--- src/rtl/muldiv_pkg.sv ---
// Shared types and operand helpers for the RV32M multiply/divide unit.
package muldiv_pkg;

    localparam int DEF_XLEN = 32;

    typedef logic [DEF_XLEN-1:0] word_t;

    typedef enum logic [2:0] {
        MUL    = 3'd0,
        MULH   = 3'd1,
        MULHSU = 3'd2,
        MULHU  = 3'd3,
        DIV    = 3'd4,
        DIVU   = 3'd5,
        REM    = 3'd6,
        REMU   = 3'd7
    } muldiv_ctrl_t;

    typedef enum logic [1:0] {
        IDLE = 2'd0,
        CALC = 2'd1,
        DONE = 2'd2
    } muldiv_state_t;

    // Operand is negative only when it is interpreted as signed.
    function automatic logic op_is_neg(input word_t v, input logic is_signed);
        return is_signed & v[DEF_XLEN-1];
    endfunction

    function automatic word_t op_abs(input word_t v, input logic is_signed);
        return op_is_neg(v, is_signed) ? word_t'(-v) : v;
    endfunction

endpackage

--- src/rtl/muldiv_if.sv ---
// Request/response handshake bundle between the execute stage and the muldiv unit.
interface muldiv_if;
    import muldiv_pkg::*;

    logic         req_valid;
    logic         req_ready;
    muldiv_ctrl_t ctrl;
    word_t        in [1:0];
    logic         rsp_valid;
    logic         rsp_ready;
    word_t        out;
    logic         busy;

    modport master (
        output req_valid, ctrl, in, rsp_ready,
        input  req_ready, rsp_valid, out, busy
    );

    modport slave (
        input  req_valid, ctrl, in, rsp_ready,
        output req_ready, rsp_valid, out, busy
    );

endinterface

--- src/rtl/muldiv_unit.sv ---
// Multi-cycle RV32M multiply/divide unit; mul and div share one 64-bit accumulator.
// Define MULDIV_FAST_MUL_EN to complete all multiplies in one cycle with a 33x33 multiplier.
module muldiv_unit
    import muldiv_pkg::*;
#(
    parameter int XLEN = 32
) (
    input  logic     clk,
    input  logic     rst_n,
    input  logic     flush,
    muldiv_if.slave  bus
);

    localparam int CNT_W = $clog2(XLEN) + 1;

    muldiv_state_t        state_q, state_d;
    muldiv_ctrl_t         ctrl_q, ctrl_d;
    logic [CNT_W-1:0]     cnt_q, cnt_d;
    logic [2*XLEN-1:0]    acc_q, acc_d;
    word_t                opb_q, opb_d;
    logic                 neg_q, neg_d;
    word_t                out_q, out_d;

    logic [XLEN:0]        mul_sum;
    logic [XLEN:0]        div_trial;
    logic [2*XLEN-1:0]    mul_step;
    logic [2*XLEN-1:0]    div_step;
    logic [2*XLEN-1:0]    acc_step;

    word_t                in_a, in_b;
    logic                 sgn_a, sgn_b;
    word_t                mag_a, mag_b;
    logic                 neg_a, neg_b;

`ifdef MULDIV_FAST_MUL_EN
    logic signed [XLEN:0]     fast_a, fast_b;
    logic signed [2*XLEN+1:0] fast_prod;
    logic [2*XLEN-1:0]        fast_res;
`endif

    // Results come out of the accumulator as unsigned magnitudes; signs are applied here.
    function automatic word_t finish_result(input muldiv_ctrl_t op,
                                            input logic [2*XLEN-1:0] acc,
                                            input logic neg);
        logic [2*XLEN-1:0] sacc;
        word_t             res;
        sacc = neg ? -acc : acc;
        res  = '0;
        case (op)
            MUL:                 res = sacc[XLEN-1:0];
            MULH, MULHSU, MULHU: res = sacc[2*XLEN-1:XLEN];
            DIV, DIVU:           res = neg ? word_t'(-acc[XLEN-1:0]) : acc[XLEN-1:0];
            REM, REMU:           res = neg ? word_t'(-acc[2*XLEN-1:XLEN]) : acc[2*XLEN-1:XLEN];
            default:             res = '0;
        endcase
        return res;
    endfunction

    // Shift-add: acc = {partial_hi, multiplier_remaining}; restoring div: acc = {rem, quotient}.
    always_comb begin
        mul_sum   = {1'b0, acc_q[2*XLEN-1:XLEN]} + (acc_q[0] ? {1'b0, opb_q} : '0);
        mul_step  = {mul_sum, acc_q[XLEN-1:1]};
        div_trial = acc_q[2*XLEN-1:XLEN-1] - {1'b0, opb_q};
        div_step  = div_trial[XLEN] ? {acc_q[2*XLEN-2:0], 1'b0}
                                    : {div_trial[XLEN-1:0], acc_q[XLEN-2:0], 1'b1};
        acc_step  = ctrl_q[2] ? div_step : mul_step;
    end

    always_comb begin
        in_a  = bus.in[0];
        in_b  = bus.in[1];
        sgn_a = bus.ctrl inside {MULH, MULHSU, DIV, REM};
        sgn_b = bus.ctrl inside {MULH, DIV, REM};
        mag_a = op_abs(in_a, sgn_a);
        mag_b = op_abs(in_b, sgn_b);
        neg_a = op_is_neg(in_a, sgn_a);
        neg_b = op_is_neg(in_b, sgn_b);
    end

`ifdef MULDIV_FAST_MUL_EN
    always_comb begin
        fast_a    = {sgn_a & in_a[XLEN-1], in_a};
        fast_b    = {sgn_b & in_b[XLEN-1], in_b};
        fast_prod = fast_a * fast_b;
        fast_res  = fast_prod[2*XLEN-1:0];
    end
`endif

    always_comb begin
        state_d = state_q;
        ctrl_d  = ctrl_q;
        cnt_d   = cnt_q;
        acc_d   = acc_q;
        opb_d   = opb_q;
        neg_d   = neg_q;
        out_d   = out_q;

        case (state_q)
            IDLE: begin
                if (bus.req_valid) begin
                    ctrl_d  = bus.ctrl;
                    acc_d   = {{XLEN{1'b0}}, mag_a};
                    opb_d   = mag_b;
                    cnt_d   = CNT_W'(XLEN);
                    state_d = CALC;
                    case (bus.ctrl)
                        MUL, MULH, MULHSU, MULHU: begin
                            neg_d = neg_a ^ neg_b;
`ifdef MULDIV_FAST_MUL_EN
                            out_d   = (bus.ctrl == MUL) ? fast_res[XLEN-1:0]
                                                        : fast_res[2*XLEN-1:XLEN];
                            state_d = DONE;
`endif
                        end
                        DIV, DIVU: begin
                            neg_d = neg_a ^ neg_b;
                            if (in_b == '0) begin
                                out_d   = '1;
                                state_d = DONE;
                            end else if (bus.ctrl == DIV && in_a == {1'b1, {(XLEN-1){1'b0}}}
                                         && in_b == '1) begin
                                out_d   = in_a;
                                state_d = DONE;
                            end
                        end
                        REM, REMU: begin
                            neg_d = neg_a;
                            if (in_b == '0) begin
                                out_d   = in_a;
                                state_d = DONE;
                            end else if (bus.ctrl == REM && in_a == {1'b1, {(XLEN-1){1'b0}}}
                                         && in_b == '1) begin
                                out_d   = '0;
                                state_d = DONE;
                            end
                        end
                        default: begin
                            out_d   = '0;
                            state_d = DONE;
                        end
                    endcase
                end
            end
            CALC: begin
                acc_d = acc_step;
                cnt_d = cnt_q - CNT_W'(1);
                if (cnt_q == CNT_W'(1)) begin
                    out_d   = finish_result(ctrl_q, acc_step, neg_q);
                    state_d = DONE;
                end
            end
            DONE: begin
                if (bus.rsp_ready) begin
                    state_d = IDLE;
                end
            end
            default: state_d = IDLE;
        endcase

        // A flush kills whatever is in flight, including a request offered this cycle.
        if (flush) begin
            state_d = IDLE;
            cnt_d   = '0;
            ctrl_d  = ctrl_q;
            acc_d   = acc_q;
            opb_d   = opb_q;
            neg_d   = neg_q;
            out_d   = out_q;
        end
    end

    always_ff @(posedge clk or negedge rst_n) begin
        if (!rst_n) begin
            state_q <= IDLE;
            ctrl_q  <= MUL;
            cnt_q   <= '0;
            acc_q   <= '0;
            opb_q   <= '0;
            neg_q   <= 1'b0;
            out_q   <= '0;
        end else begin
            state_q <= state_d;
            ctrl_q  <= ctrl_d;
            cnt_q   <= cnt_d;
            acc_q   <= acc_d;
            opb_q   <= opb_d;
            neg_q   <= neg_d;
            out_q   <= out_d;
        end
    end

    assign bus.req_ready = (state_q == IDLE);
    assign bus.busy      = (state_q != IDLE);
    assign bus.rsp_valid = (state_q == DONE);
    assign bus.out       = out_q;

endmodule
--- src/flat_wrapper.sv ---
// flat-port wrapper written by rule: the top's interface ports become plain ports
module muldiv_unit_flat import muldiv_pkg::*;
#(
    parameter int XLEN = 32
)
  (clk, rst_n, flush, bus_req_valid, bus_ctrl, bus_in, bus_rsp_ready, bus_req_ready, bus_rsp_valid, bus_out, bus_busy);
  muldiv_if bus_i ();
  input  logic clk;
  input  logic rst_n;
  input  logic flush;
  input wire logic [$bits(bus_i.req_valid)-1:0] bus_req_valid;
  input wire logic [$bits(bus_i.ctrl)-1:0] bus_ctrl;
  input wire logic [$bits(bus_i.in)-1:0] bus_in;
  input wire logic [$bits(bus_i.rsp_ready)-1:0] bus_rsp_ready;
  output wire logic [$bits(bus_i.req_ready)-1:0] bus_req_ready;
  output wire logic [$bits(bus_i.rsp_valid)-1:0] bus_rsp_valid;
  output wire logic [$bits(bus_i.out)-1:0] bus_out;
  output wire logic [$bits(bus_i.busy)-1:0] bus_busy;
  assign bus_i.req_valid = bus_req_valid;
  assign bus_i.ctrl = bus_ctrl;
  assign bus_i.in = {>>{bus_in}};
  assign bus_i.rsp_ready = bus_rsp_ready;
  assign bus_req_ready = bus_i.req_ready;
  assign bus_rsp_valid = bus_i.rsp_valid;
  assign bus_out = bus_i.out;
  assign bus_busy = bus_i.busy;
  muldiv_unit #(.XLEN(XLEN)) u_core (.clk(clk), .rst_n(rst_n), .flush(flush), .bus(bus_i));
endmodule
--- config.mk ---
export PLATFORM = sky130hd
export DESIGN_NAME = muldiv_unit_flat
export DESIGN_NICKNAME = d
export VERILOG_FILES = /design/src/rtl/muldiv_pkg.sv /design/src/rtl/muldiv_if.sv /design/src/rtl/muldiv_unit.sv /design/src/flat_wrapper.sv
export SDC_FILE = /design/constraint.sdc
export NUM_CORES = 1
export LEC_CHECK = 0
export CORE_AREA = 10 10 190 192
export DETAILED_ROUTE_END_ITERATION = 10
export DIE_AREA = 0 0 200 202
export HOLD_SLACK_MARGIN = 0.02
export PLACE_DENSITY = 0.78
export REMOVE_ABC_BUFFERS = 1
export SYNTH_ARGS = -nofsm -noshare
export SYNTH_HDL_FRONTEND = slang
export SYNTH_SLANG_ARGS = --single-unit
--- constraint.sdc ---
create_clock -name clk -period 9.05 [get_ports clk]
set_clock_uncertainty 0.05 [all_clocks]
set_input_delay 2.2625 -clock clk [delete_from_list [all_inputs] [get_ports clk]]
set_output_delay 2.2625 -clock clk [all_outputs]
set_load 0.005 [all_outputs]
Yosys cells after proc, flatten, opt, wreduce, memory -nomap -nowiden. Index checks and enable logic that the tools add are counted.

Logic and storage cells: 103. Bits in registers: 140.

Equal/unequal tests: 27. Add/sub/neg operators: 8. Muxes and demuxes: 33. Reduce and logical (&&, ||, !) cells: 24. Bitwise logic cells: 4.

Operator list (number): 32-bit 2-to-1 mux (11); 64-bit 2-to-1 mux (4); 32-bit negator (4); 32-bit one-hot mux with 2 select lines (2); 32-bit one-hot mux with 4 select lines (1); 64-bit one-hot mux with 2 select lines (1); 32-bit == test (second input constant) (2); 64-bit negator (1); 32-bit by 33-bit adder with 33-bit output (1); 33-bit by 32-bit subtractor with 33-bit output (1); 32-bit logical NOT (1); 3-bit == test (second input constant) (8); 2-bit 2-to-1 mux (8); 3-bit by 2-bit == test with 1-bit output (second input constant) (4); 6-bit 2-to-1 mux (2); 6-bit one-hot mux with 2 select lines (1); 3-bit AND reduction (3); 4-bit by 2-bit inequality test with 1-bit output (second input constant) (2); 2-bit OR reduction (4); 7-bit AND reduction (1); 3-bit by 1-bit == test with 1-bit output (second input constant) (2); 6-bit by 1-bit == test with 1-bit output (second input constant) (1); 3-bit logical NOT (2); 3-bit inequality test (second input constant) (2); other kinds (21) (27).

Depth between registers and ports, before layout. Gate-level depths: netlist (run 1).

Depth after elaboration: 9. Mapped depth: 23. Gate-level depth less buffers: 23.

Worst setup path after synthesis (run 1). No wires, ideal clock.

Path kind: input -> register. Start: input port bus_in[40]. End: register u_core.out_q[9] (netlist: u_core.bus.out[9]). Library setup time: 0.087 ns. Cell stages on the path: 12. Required time: 8.913 ns. Path slack: 3.372 ns. Arrival time: 5.541 ns. Cells stage by stage: or4_1 -> or3_1 -> or3_1 -> or4_1 -> nor4_2 -> o2bb2ai_1 -> nand2_1 -> a21oi_1 -> clkbuf_1 -> buf_1 -> o2111ai_1 -> o211ai_1.

Word-level cells in the longest chain between the ends: 5. Elaborated cells between the ends (all ways): 12. Classes of those cells: 3 x eq/ne; 5 x mux; 4 x reduce/logical.

RTL lines: from (decl) (line flat_wrapper.sv:13) `input wire logic [$bits(bus_i.in)-1:0] bus_in;`; 32-bit logical NOT (line muldiv_unit.sv:117, muldiv_unit.sv:128); 32-bit 2-to-1 mux, on equally long branches (line muldiv_unit.sv:128, muldiv_unit.sv:117); 32-bit one-hot mux with 2 select lines (line muldiv_unit.sv:106) `case (bus.ctrl)`; 32-bit 2-to-1 mux (line muldiv_unit.sv:100) `if (bus.req_valid) begin`; 32-bit one-hot mux with 2 select lines (line muldiv_unit.sv:98) `case (state_q)`; to (signal assigned) (line muldiv_unit.sv:188) `out_q <= out_d;`; to (decl) (line muldiv_unit.sv:22) `word_t out_q, out_d;`.

Several ways; a longest one is shown, not always the timed one. The select of a mux whose other input is x is not followed. A chain may end at the register's enable or synchronous reset.

Worst setup path in the final report (run 1).
Start: input port bus_in[38]. End: register u_core.out_q[29] (netlist: u_core.bus.out[29]).

The elaborated chain is that of the path after synthesis.

==> flow_metrics.tcl, run 1 <==
set metrics [dict create \
    maxCapViolCount 0 \
    synth_edf_count 0 \
    grt_pass1_vias 15600 \
    path_clk_slew_ns 0.07 \
    wl_per_cell_microns 23.5 \
    hold_viol 0 \
    finalCritPeriodShare 0.749 \
    netlist_area_sq_um 15400 \
    antennaDiodeCount 0 \
    start_kind "input port" \
    tightest_slew_ns 1.16 \
    hp-class "reg -> reg" \
    setup_tns_ns 0 \
    initialDrtViolationCount 2200 \
    grt_max_degree 99 \
    postCtsHoldBufs 0 \
    crit_buf_inv 2 \
    cts_setup_buffers 0 \
    p_leak_uw 0.00693 \
    rsz0062_at_grt "no" \
    setup_viol 0 \
    power_frac_clock 0.139 \
    critPathArrivalTime_ns 7.12 \
    h-tree-depth 4 \
    switching_power_uw 2700 \
    synth_ff_type "dfrtp_1" \
    power_uw 5120 \
    cts_tree "done" \
    relSlewSlack 0.204 \
    routed_wl_mm 60.7 \
    cp-end-kind "flip-flop" \
    fin_nets 2270 \
    postLayoutCellArea_sq_um 17300 \
    hold_slack_ns 0.430 \
    drc 0 \
    dpl.hpwl_mm 46.7 \
    vias_per_cell 6.52 \
    grt_usage 0.297 \
    p_per_area_nw_per_um2 296 \
    post-place-ws_ns 1.93 \
    layout_setup_ws_ns 2.28 \
    comb_power_share 0.653 \
    p_int_uw 2410 \
    critPathRequiredTime_ns 9.39 \
    fp.dieArea_sq_um 40400 \
    ys_seq_area_frac 0.228 \
    netlist-cell-type-count 96 \
    critPathSlowestCell "nor4_2" \
    antenna_found_initial 1 \
    swShare 0.528 \
    cts_root_buf "clkbuf_16" \
    gp_congestion 1.04 \
    cts_made_buffers 17 \
    grt_first_pass_wirelength_mm 93.9 \
    yosysWarningCount 0 \
    post_cts_resized 0 \
    antenna_left 0 \
    grt.overflow.total 0 \
    pwr-share-seq 0.208 \
    maxClockFrequency_mhz 148 \
    dpl_cell_area_sq_um 16700 \
    ir_worst_vdd_uv 180 \
    die_x_microns 200 \
    drive_above_1_share 0.0650 \
    path_max_fanout 18 \
    cts_buffer_depth 2 \
    async_flop_share 1.00 \
    vias 16800 \
    slew_violations 0 \
    period_needed_ns 6.77 \
    drtPass1Iterations 6 \
    cpPeakStageDelay_ns 0.75 \
    numPortBuffers 106 \
    n_fill_cell 3116 \
    core_sq_um 32300 \
    initial_core_util 0.476 \
    num_rows 66 \
    num_io_pins 107 \
    cts_sinks 140 \
    crit_chain "clkdlybuf4s50_1 -> or4_1 -> or3_1 -> or3_1 -> or4_1 -> nor4_2 -> nand2_1 -> a21oi_2 -> buf_4 -> or2_2 -> a21oi_1 -> nor2_1 -> a21oi_1 -> nor4_1 -> o2bb2ai_1" \
    cp_top_family "simple AND/OR/NAND/NOR gates" \
    synth_cells 2086 \
    die_h_microns 202 \
    criticalPathCategory "in -> reg" \
    synth_seq_cells 140 \
    syn_to_final_growth_pct 12.6 \
    outcome "complete, no violations" \
    avgSynthCellArea_sq_um 7.37 \
    clk_latency_ns 0.46 \
]
## cell type report
cell class / count / area [sq um] / area share
Clock buffer: 20 / 447 / 0.0258
Clock inverter: 12 / 114 / 0.00658
Inverter: 71 / 267 / 0.0154
Multi-Input combinational cell: 1760 / 11100 / 0.643
Sequential cell: 140 / 3510 / 0.203
Tap cell: 442 / 553 / 0.0320
Timing Repair Buffer: 136 / 1290 / 0.0744
## worst reg2reg max path, delay by kind of cell, from the launching register on
family	cells	cell delay [ns]
xor gates and xnor gates	1	0.25
AOI/OAI and AO/OA	11	2.74
and+or+nand+nor	7	2.11
adders and majority gates	3	0.89
DFF	1	0.39
buffers and inverters	1	0.11
## path summary, 6_finish.rpt
kind / start / to / slack (ns) / cells past startpoint
worst max register to register: u_core.acc_q[31] / u_core.bus.out[30] / 2.41 / 23
worst min register to register: u_core.bus.out[4] / u_core.bus.out[4] / 0.43 / 2
max in group asynchronous: rst_n / u_core.ctrl_q[2] / 5.59 / 2
worst max-delay path: bus_in[38] / u_core.bus.out[29] / 2.28 / 15
worst min-delay path: u_core.bus.out[4] / u_core.bus.out[4] / 0.43 / 2
min in group asynchronous: rst_n / u_core.opb_q[2] / 1.77 / 1
## power groups by stage
stage          Sequential, uW  Clock (uW)  Combinational [uW]
2_1_floorplan            1030           0                2070
3_3_place_gp             1060           0                3190
3_5_place_dp             1060           0                3220
4_1_cts                  1050         715                3240
5_1_grt                  1080         740                3590
6_report                 1060         713                3340
## registers in the layout, summed over array words and instances, names as in the netlist
register	count
u_core.state_q	2
u_core.bus.out	32
u_core.cnt_q	6
u_core.opb_q	32
u_core.acc_q	64
u_core.neg_q	1
u_core.ctrl_q	3
## logic make-up (layout without fill, tap and decap cells)
family / count (synthesis) / after routing / synth area share
buffers and inverters: 186 / 239 / 0.0492
xor gates and xnor gates: 151 / 151 / 0.0861
and+or+nand+nor: 763 / 763 / 0.240
adders and majority gates: 72 / 72 / 0.0596
AOI/OAI and AO/OA: 725 / 725 / 0.304
muxes: 49 / 49 / 0.0332
DFF: 140 / 140 / 0.228
## cells in the final DEF (no fill, tap or decap), types with 23 or more instances in the layout
master,netlist,final
o31ai_1,33,33
xor2_1,60,60
nor2_1,215,214
nand3_1,51,51
xnor2_1,91,91
and2_1,48,48
inv_1,71,71
clkdlybuf4s50_1,0,105
nor3_1,63,63
dfrtp_1,140,138
a211oi_1,23,23
mux2i_1,33,33
o21ai_0,174,174
a21o_1,26,26
ha_1,70,70
nand2_1,214,213
buf_4,3,30
a21oi_1,241,239
nand4_1,30,30
a31oi_1,28,28
## stage by stage
stage	cells	util
final	2581	0.536
after global routing	2581	0.536
after CTS	2581	0.536
after detailed placement	2549	0.519
after global placement	2549	0.519
after floorplan	1971	-
## synthesized netlist by cell type, types with 7 or more instances
library cell | n | area [sq um]
and2_1 | 48 | 300
a22oi_1 | 8 | 60.1
a21boi_0 | 7 | 52.6
o21ai_0 | 174 | 871
a31oi_1 | 28 | 175
or4_1 | 14 | 105
nand2b_1 | 18 | 113
mux2i_1 | 33 | 330
inv_1 | 71 | 267
or2_2 | 13 | 81.3
xor2_1 | 60 | 526
clkbuf_1 | 82 | 308
nor3_1 | 63 | 315
o31ai_1 | 33 | 248
nand4_1 | 30 | 188
a221oi_1 | 7 | 61.3
a22o_1 | 20 | 175
nand3b_1 | 7 | 52.6
a211oi_1 | 23 | 173
a21oi_1 | 241 | 1210
o221ai_1 | 8 | 70.1
and3_1 | 11 | 68.8
o21ai_1 | 8 | 40.0
o211ai_1 | 22 | 165
nand3_1 | 51 | 255
nand2_1 | 214 | 803
o41ai_1 | 8 | 70.1
dfrtp_1 | 140 | 3500
nor2_1 | 215 | 807
buf_2 | 18 | 90.1
a21o_1 | 26 | 195
or3_1 | 19 | 119
o21a_1 | 14 | 105
nor4_1 | 19 | 119
ha_1 | 70 | 876
nor2b_1 | 9 | 56.3
buf_1 | 8 | 30.0
xnor2_1 | 91 | 797
a311oi_1 | 7 | 61.3
mux2_2 | 16 | 180
o21bai_1 | 8 | 60.1
## routing by layer
metal | vias to the layer above | share of wire | GRT usage
li1 | 7743 | - | -
met2 | 908 | 0.43 | 0.439
met3 | 123 | 0.099 | 0.0600
met5 | - | 0.00025 | 0
met4 | 2 | 0.032 | 0.0941
met1 | 8054 | 0.44 | 0.422
Note: power is estimated with default switching activity, not from simulation.
==> inputs of run 2 (changes only) <==
Clock period 9.05 ns to 7 ns, I/O delays scaled along.
==> flow_metrics.tcl, run 2 (synthesis results as in run 1) <==
set metrics [dict create \
    grt_first_pass_wirelength_mm 93.6 \
    path_clk_slew_ns 0.07 \
    cpPeakStageDelay_ns 0.65 \
    criticalPathCategory "reg -> reg" \
    rr_endpoint "u_core.bus.out[16]" \
    antennaDiodeCount 0 \
    regMostFlops "u_core.acc_q" \
    slew_violations 0 \
    crit_buf_inv 1 \
    initial_core_util 0.476 \
    outcome "complete, no violations" \
    cts_tree "done" \
    cts_sinks 140 \
    grt.overflow.total 0 \
    hp-class "reg -> reg" \
    initialDrtViolationCount 2109 \
    critPathRequiredTime_ns 7.31 \
    cts_root_buf "clkbuf_16" \
    start_kind "flip-flop" \
    layout_common_cells "a21oi_1, nor2_1, nand2_1" \
    finalCritPeriodShare 0.880 \
    relSlewSlack 0.224 \
    crit_top_cell "a21oi_1" \
    numPortBuffers 106 \
    tightest_slew_ns 1.16 \
    rsz0062_at_grt "no" \
    drtPass1Iterations 8 \
    postCtsHoldBufs 0 \
    clk_latency_ns 0.46 \
    num_io_pins 107 \
    cts_made_buffers 17 \
    num_rows 66 \
    multi_input_area_sq_um 11100 \
    vias 16800 \
    syn_to_final_growth_pct 13.5 \
    fin_nets 2286 \
    drive_above_1_share 0.0729 \
    setup_viol 0 \
    r2r_cells 21 \
    antenna_found_initial 2 \
    crit_cells 21 \
    cts_setup_buffers 0 \
    p_leak_uw 0.00703 \
    antenna_left 0 \
    cts_buffer_depth 2 \
    cp_top_family "compound AO/OA/AOI/OAI gates" \
    hold_slack_ns 0.436 \
    dpl.hpwl_mm 47.4 \
    ir_worst_vdd_uv 223 \
    period_needed_ns 6.16 \
    post-route-util 0.540 \
    critPathSlowestCell "or4_1" \
    vias_per_cell 6.48 \
    post_cts_resized 0 \
    setup_tns_ns 0 \
    min_from "u_core.bus.out[8]" \
    core_sq_um 32300 \
    instances_no_fill 2597 \
    fp.dieArea_sq_um 40400 \
    grt_pass1_vias 15700 \
    die_h_microns 202 \
    grt_usage 0.297 \
    p_per_area_nw_per_um2 386 \
    drc 0 \
    largest_reg_flops 64 \
    maxClockFrequency_mhz 162 \
    path_max_fanout 8 \
    wl_per_cell_microns 23.5 \
    endpoint "u_core.bus.out[16]" \
    timing.rr.start "u_core.acc_q[48]" \
    crit_chain "ha_1 -> a21oi_1 -> o21ai_2 -> a21o_1 -> a221o_4 -> nor3_4 -> nor3_1 -> a21oi_1 -> ha_1 -> o21a_1 -> o2111ai_1 -> or4_1 -> nor2_1 -> nand4_1 -> buf_4 -> and2_1 -> a2111o_1 -> o31ai_1 -> xnor2_1 -> a21oi_1 -> a221oi_1" \
    critPathArrivalTime_ns 6.47 \
    seq_area_sq_um 3510 \
    routed_wl_mm 61.0 \
    crit_start "u_core.acc_q[48]" \
    cp-end-kind "flip-flop" \
    die_x_microns 200 \
    final_common_cell "a21oi_1" \
    hold_viol 0 \
    grt_max_degree 98 \
    gp_congestion 1.08 \
    maxCapViolCount 0 \
    h-tree-depth 4 \
    reg2reg_setup_slack_ns 0.84 \
    n_fill_cell 3107 \
    placed_cells 2565 \
]
## run 2: area by class of cell
cell class,instances,share of cell area
sequential,140,0.201
timing repair buffer,152,0.0807
inverter,71,0.0153
clock buffer,20,0.0268
clock inverter,12,0.00645
multi-input combinational,1760,0.638
tap,442,0.0317
## run 2: through the flow
step           power, uW  instance area (sq um)  setup WS, ns
2_1_floorplan       4000                  14900        -0.327
5_1_grt             7110                  17400         0.444
3_3_place_gp        5610                  16900         0.855
3_5_place_dp        5650                  16900         0.846
6_report            6730                  17400         0.839
4_1_cts             6590                  17400         0.968
## run 2: worst min path at each step
stage	to	slack, ns	cells after the start
4_1_cts	u_core.bus.out[8]	0.44	2
3_3_place_gp	u_core.bus.out[0]	0.41	2
2_1_floorplan	u_core.cnt_q[1]	0.41	2
6_report	u_core.bus.out[8]	0.44	2
5_1_grt	u_core.bus.out[1]	0.46	2
3_5_place_dp	u_core.bus.out[8]	0.43	2
## run 2: worst reg2reg max path: stages (launching register included)
cell,delay [ns]
dfrtp_1,0.46
ha_1,0.43
a21oi_1,0.29
o21ai_2,0.12
a21o_1,0.23
a221o_4,0.44
nor3_4,0.21
nor3_1,0.15
a21oi_1,0.34
ha_1,0.23
o21a_1,0.17
o2111ai_1,0.21
or4_1,0.65
nor2_1,0.30
nand4_1,0.13
buf_4,0.23
and2_1,0.24
a2111o_1,0.39
o31ai_1,0.29
xnor2_1,0.18
a21oi_1,0.10
a221oi_1,0.24
## run 2: routing by layer
metal,vias up,routed length (microns),GRT usage
li1,7771,-,-
met1,8089,26500,0.418
met2,845,26300,0.437
met3,126,5990,0.0628
met4,0,2100,0.106
met5,-,0,0
## run 2: report_power, final
part | switching [uW] | total (uW) | leakage (uW) | internal (uW)
clock network | 414 | 934 | 0.000283 | 520
logic | 2790 | 4400 | 0.00502 | 1610
registers | 333 | 1390 | 0.00173 | 1060
